===== src/rtl/uart_rx.sv =====
// uart_rx: 16x-oversampled UART receiver, 3-sample majority vote, single-entry valid/ready output.
// Define UART_RX_PARITY_EN to add a parity bit (PARITY_ODD selects sense) and the parity_err port.
module uart_rx #(
   parameter int unsigned DATA_BITS  = 8,
   parameter int unsigned PARITY_ODD = 0
) (
   input  logic       pll_clk,
   input  logic       n_rst,
   input  logic       tick16,
   input  logic       rxd,
   input  logic       rx_ready,
   output logic [7:0] rx_data,
   output logic       rx_valid,
   output logic       frame_err,
   output logic       overrun
`ifdef UART_RX_PARITY_EN
   ,
   output logic       parity_err
`endif
);

   localparam int unsigned IDX_W = 3;
   localparam int unsigned CNT_W = 4;
   localparam logic [IDX_W-1:0] LAST_IDX = IDX_W'(DATA_BITS - 1);

   localparam logic [2:0] IDLE   = 3'd0;
   localparam logic [2:0] START  = 3'd1;
   localparam logic [2:0] DATA   = 3'd2;
`ifdef UART_RX_PARITY_EN
   localparam logic [2:0] PARITY = 3'd3;
`endif
   localparam logic [2:0] STOP   = 3'd4;

   logic                 sync1, rxd_s, rxd_d;
   logic [2:0]           state, state_n;
   logic [CNT_W-1:0]     cnt, cnt_n;
   logic [IDX_W-1:0]     idx, idx_n;
   logic [DATA_BITS-1:0] shift, shift_n;
   logic [1:0]           samp, samp_n;
   logic [7:0]           data_n;
   logic                 valid_n, ferr_n, ovr_n;
   logic                 fall_c, maj_c, mid_c, wrap_c, deliver_c;
`ifdef UART_RX_PARITY_EN
   logic                 par_bad, par_bad_n, perr_n;
`else
   logic                 unused_par_cfg;
   assign unused_par_cfg = 1'(PARITY_ODD);
`endif

   // Two-flop synchronizer plus one delay flop for falling-edge detection
   always_ff @(posedge pll_clk or negedge n_rst) begin
      if (!n_rst) begin
         sync1 <= 1'b1;
         rxd_s <= 1'b1;
         rxd_d <= 1'b1;
      end else begin
         sync1 <= rxd;
         rxd_s <= sync1;
         rxd_d <= rxd_s;
      end
   end

   assign fall_c = rxd_d & ~rxd_s;
   assign mid_c  = tick16 && (cnt == CNT_W'(9));
   assign wrap_c = tick16 && (cnt == CNT_W'(15));
   // Samples at cnt 7 and 8 are stored; the cnt 9 sample is the live synced line
   assign maj_c  = (samp[0] & samp[1]) | (samp[0] & rxd_s) | (samp[1] & rxd_s);

   always_ff @(posedge pll_clk or negedge n_rst) begin
      if (!n_rst) begin
         state     <= IDLE;
         cnt       <= '0;
         idx       <= '0;
         shift     <= '0;
         samp      <= '0;
         rx_data   <= '0;
         rx_valid  <= 1'b0;
         frame_err <= 1'b0;
         overrun   <= 1'b0;
`ifdef UART_RX_PARITY_EN
         par_bad    <= 1'b0;
         parity_err <= 1'b0;
`endif
      end else begin
         state     <= state_n;
         cnt       <= cnt_n;
         idx       <= idx_n;
         shift     <= shift_n;
         samp      <= samp_n;
         rx_data   <= data_n;
         rx_valid  <= valid_n;
         frame_err <= ferr_n;
         overrun   <= ovr_n;
`ifdef UART_RX_PARITY_EN
         par_bad    <= par_bad_n;
         parity_err <= perr_n;
`endif
      end
   end

   always_comb begin
      state_n   = state;
      cnt_n     = cnt;
      idx_n     = idx;
      shift_n   = shift;
      samp_n    = samp;
      data_n    = rx_data;
      valid_n   = rx_valid;
      ferr_n    = 1'b0;
      ovr_n     = 1'b0;
      deliver_c = 1'b0;
`ifdef UART_RX_PARITY_EN
      par_bad_n = par_bad;
      perr_n    = 1'b0;
`endif

      if (rx_valid && rx_ready) valid_n = 1'b0;

      if (tick16) begin
         cnt_n = cnt + CNT_W'(1);
         if (cnt == CNT_W'(7)) samp_n[0] = rxd_s;
         if (cnt == CNT_W'(8)) samp_n[1] = rxd_s;
      end

      case (state)
         IDLE: begin
            cnt_n = '0;
            idx_n = '0;
            if (fall_c) state_n = START;
         end
         START: begin
            if (mid_c && maj_c) state_n = IDLE;
            else if (wrap_c) begin
               state_n = DATA;
               idx_n   = '0;
            end
         end
         DATA: begin
            if (mid_c) shift_n = {maj_c, shift[DATA_BITS-1:1]};
            if (wrap_c) begin
               if (idx == LAST_IDX) begin
`ifdef UART_RX_PARITY_EN
                  state_n = PARITY;
`else
                  state_n = STOP;
`endif
               end else begin
                  idx_n = idx + IDX_W'(1);
               end
            end
         end
`ifdef UART_RX_PARITY_EN
         PARITY: begin
            if (mid_c) par_bad_n = maj_c ^ (^shift) ^ 1'(PARITY_ODD);
            if (wrap_c) state_n = STOP;
         end
`endif
         STOP: begin
            // Decide mid stop bit and leave at once so the next start edge is caught
            if (mid_c) begin
               state_n = IDLE;
               if (!maj_c) ferr_n = 1'b1;
`ifdef UART_RX_PARITY_EN
               else if (par_bad) perr_n = 1'b1;
`endif
               else deliver_c = 1'b1;
            end
         end
         default: state_n = IDLE;
      endcase

      if (deliver_c) begin
         if (!rx_valid || rx_ready) begin
            data_n  = 8'(shift);
            valid_n = 1'b1;
         end else begin
            ovr_n = 1'b1;
         end
      end
   end

endmodule


===== config.mk =====
export PLATFORM = sky130hd
export DESIGN_NAME = uart_rx
export DESIGN_NICKNAME = d
export VERILOG_FILES = /design/src/rtl/uart_rx.sv
export SDC_FILE = /design/constraint.sdc
export NUM_CORES = 1
export LEC_CHECK = 0
export CORE_MARGIN = 4
export CORE_UTILIZATION = 50
export DETAILED_ROUTE_END_ITERATION = 16
export PLACE_DENSITY = 0.72
export SYNTH_ARGS = -nofsm -noshare
export SYNTH_HDL_FRONTEND = slang
export SYNTH_SLANG_ARGS = --single-unit

===== constraint.sdc =====
create_clock -name pll_clk -period 1.9 [get_ports pll_clk]
set_input_delay 0.38 -clock pll_clk [delete_from_list [all_inputs] [get_ports pll_clk]]
set_output_delay 0.38 -clock pll_clk [all_outputs]
set_load 0.03 [all_outputs]

==> summary.txt <==
Worst path max stage delay: 0.68 ns
share of layout cells above drive strength 1: 28.57%
clk sinks: 34
Worst path slowest cell: clkdlybuf4s50_1
crit-path leading delay family: buffers and inverters
IO Pins: 16
synth top area cells: dfrtp_1, mux2_2, dfstp_2, ha_1, a211o_1
hpwl dp: 2.024 mm
startpoint types: register
Fillers: 234
sequential share of the synthesized area: 55.35%
final net count: 149
Post-Route Utilization: 63.03%
Worst setup EP type: output pin
Peak Freq: 567.1 MHz
kind of critical path: reg2out
initial antenna violation count: 0
Worst EP required: 1.52 ns
Worst Tran Pin Value: 0.4977 ns
vias: 986
maxcap violations: 0
Post-synth EDFFs: 0
CTS Root Cell: clkbuf_4
Die W: 63.57 um
final instance count without filler cells: 171
Leak: 0.0008267 uW
drt wl/cell: 15.58 um
outcome: finished clean
GRT Util Overall: 15.14%
Buf+Inv Stages, Crit Path: 1
warnings from Yosys: 0
top post-synthesis cells by count: dfrtp_1, mux2_2, nor2_1
DP Cell Count: 163
Num CTS Buffers: 5
largest area contributor in the netlist: dfrtp_1
top_reg_cell synth: dfrtp_1
total power: 1535 uW
Post-CTS Setup Bufs: 0
Cell Rows: 19
grt met1 use: 17.83%
die span in y: 63.57 um
Fin Clk Skew: 0.003273 ns
port bufs: 15
Clock Pin Slew Worst Setup and Hold Paths: 0.10 ns
Peak VDD IR: 0.6105 mV
largest net degree at the start of global routing: 15
minimum clock period: 1.763 ns
Die Area: 0.004041 mm^2
drt pass-1 iters: 5
syn_nets: 127
met3 Use GR: 6.217%
antenna viol nets, final: 0
area growth from synthesis to layout: 16.45%
Initial Util: 54.12%
antenna cells: 0
vias per std cell: 5.766
top-count cell post-synth: dfrtp_1
#FFs+latches synth: 34
H-Tree Depth: 2
worst hold path class: reg2reg
M2 GR Usage: 25.03%
Slew headroom: 66.71%
Mapped Cells: 117
global route hottest layer: met2
vias in the first global route: 1043
DRC violation count after routing: 0
Netlist cell types: 34
worst skew pair latency: 0.32 ns
DRT iter0 DRCs: 72
worst path cell trace: clkdlybuf4s50_1
endpoints failing hold: 0
final period utilization: 92.80%
worst-case clock buffer depth: 2
PD cells: 853.6 mW/mm^2
first-pass GRT wire length: 4.788 mm
setup violators final: 0
Syn Std Cell Area: 0.001544 mm^2
final WL: 2.664 mm
total gr overflow: 0
CTS tree: built
share of the synthesized area in the top cell type: 50.24%
Hold-fix buffers, CTS: 0
Worst Path Max Fanout: 2
RD Place Congestion: 0.7343
RSZ-0062 raised after global routing: false
FFs w/ async S/R, synth: 100.0%
core area: 0.002853 mm^2
syn_area_per_cell: 13.20 um^2
CP arrival: 1.38 ns
post-CTS sizing: 0
Slew Limit Fails: 0
-- sequential cells by signal, indices dropped and copies added, names as in the netlist --
register   flops
state          3
rxd_d          1
rx_valid       1
rx_data        8
shift          8
sync1          1
rxd_s          1
frame_err      1
idx            3
overrun        1
cnt            4
samp           2
-- per-layer routing --
layer	up-vias	part of all wire, %	wire (um)
met3	5	4.6	122
met2	25	52	1390
met1	496	42	1121
met5	-	0	0
li1	460	-	-
met4	0	1.1	29
-- kinds of logic (layout without fill, tap and decap cells) --
group / count (synthesis) / in the layout / share of synthesized area (%)
AOI/OAI and AO/OA: 11 / 11 / 5.510
adders and majority gates: 6 / 6 / 4.700
DFF: 34 / 34 / 55.35
and+or+nand+nor: 33 / 33 / 14.34
muxes: 19 / 19 / 13.78
buffers and inverters: 11 / 34 / 4.619
xor gates and xnor gates: 3 / 3 / 1.702
-- layout by cell type, fill, tap and decap left out, types with 2 or more instances in the layout --
master / synthesis / final
inv_1: 6 / 6
dfstp_2: 3 / 3
nand4_1: 3 / 3
buf_4: 1 / 4
dfrtp_1: 31 / 31
o221ai_1: 2 / 2
mux2_2: 18 / 18
a211o_1: 4 / 4
xor2_1: 2 / 2
clkdlybuf4s50_1: 0 / 15
nor3b_2: 2 / 2
nand3_1: 2 / 2
clkbuf_4: 0 / 5
ha_1: 5 / 5
nand4b_1: 3 / 3
nand2_1: 5 / 5
a21oi_1: 3 / 3
nor2_1: 8 / 8
-- final cells by class --
cell class	count	area (um^2)	area share, %
clock buffer	6	51.30	2.853
clock inverter	2	12.51	0.6959
inverter	6	22.52	1.253
multi-input combinational	72	618.1	34.38
sequential	34	854.6	47.53
tap	31	38.79	2.157
timing repair buffer	20	200.2	11.13
-- power by group --
part	internal, uW	switching [uW]
registers	791	87.3
clock network	178	231
logic	116	131
-- per-stage QoR --
step	worst slack (ns)	cell area, um^2	TNS [ns]	hold WS, ns
2_1_floorplan	0.3828	1544	0	0.08441
3_3_place_gp	0.05104	1734	0	0.3488
3_5_place_dp	-0.003843	1734	-0.003843	0.3501
4_1_cts	0.1076	1798	0	0.3651
5_1_grt	0.07781	1798	0	0.3700
6_report	0.1367	1798	0	0.3618
-- final timing paths --
check	from	endpoint	slack [ns]	cells past startpoint
worst max-delay path	rx_data[6]	rx_data[6]	0.14	1
worst min-delay path	sync1	rxd_s	0.36	0
worst max register to register	cnt[1]	rx_data[2]	0.24	5
worst min register to register	sync1	rxd_s	0.36	0
max in group asynchronous	n_rst	rx_data[2]	0.96	2
min in group asynchronous	n_rst	idx[2]	0.38	1
Power figures use the tool's default switching activity.
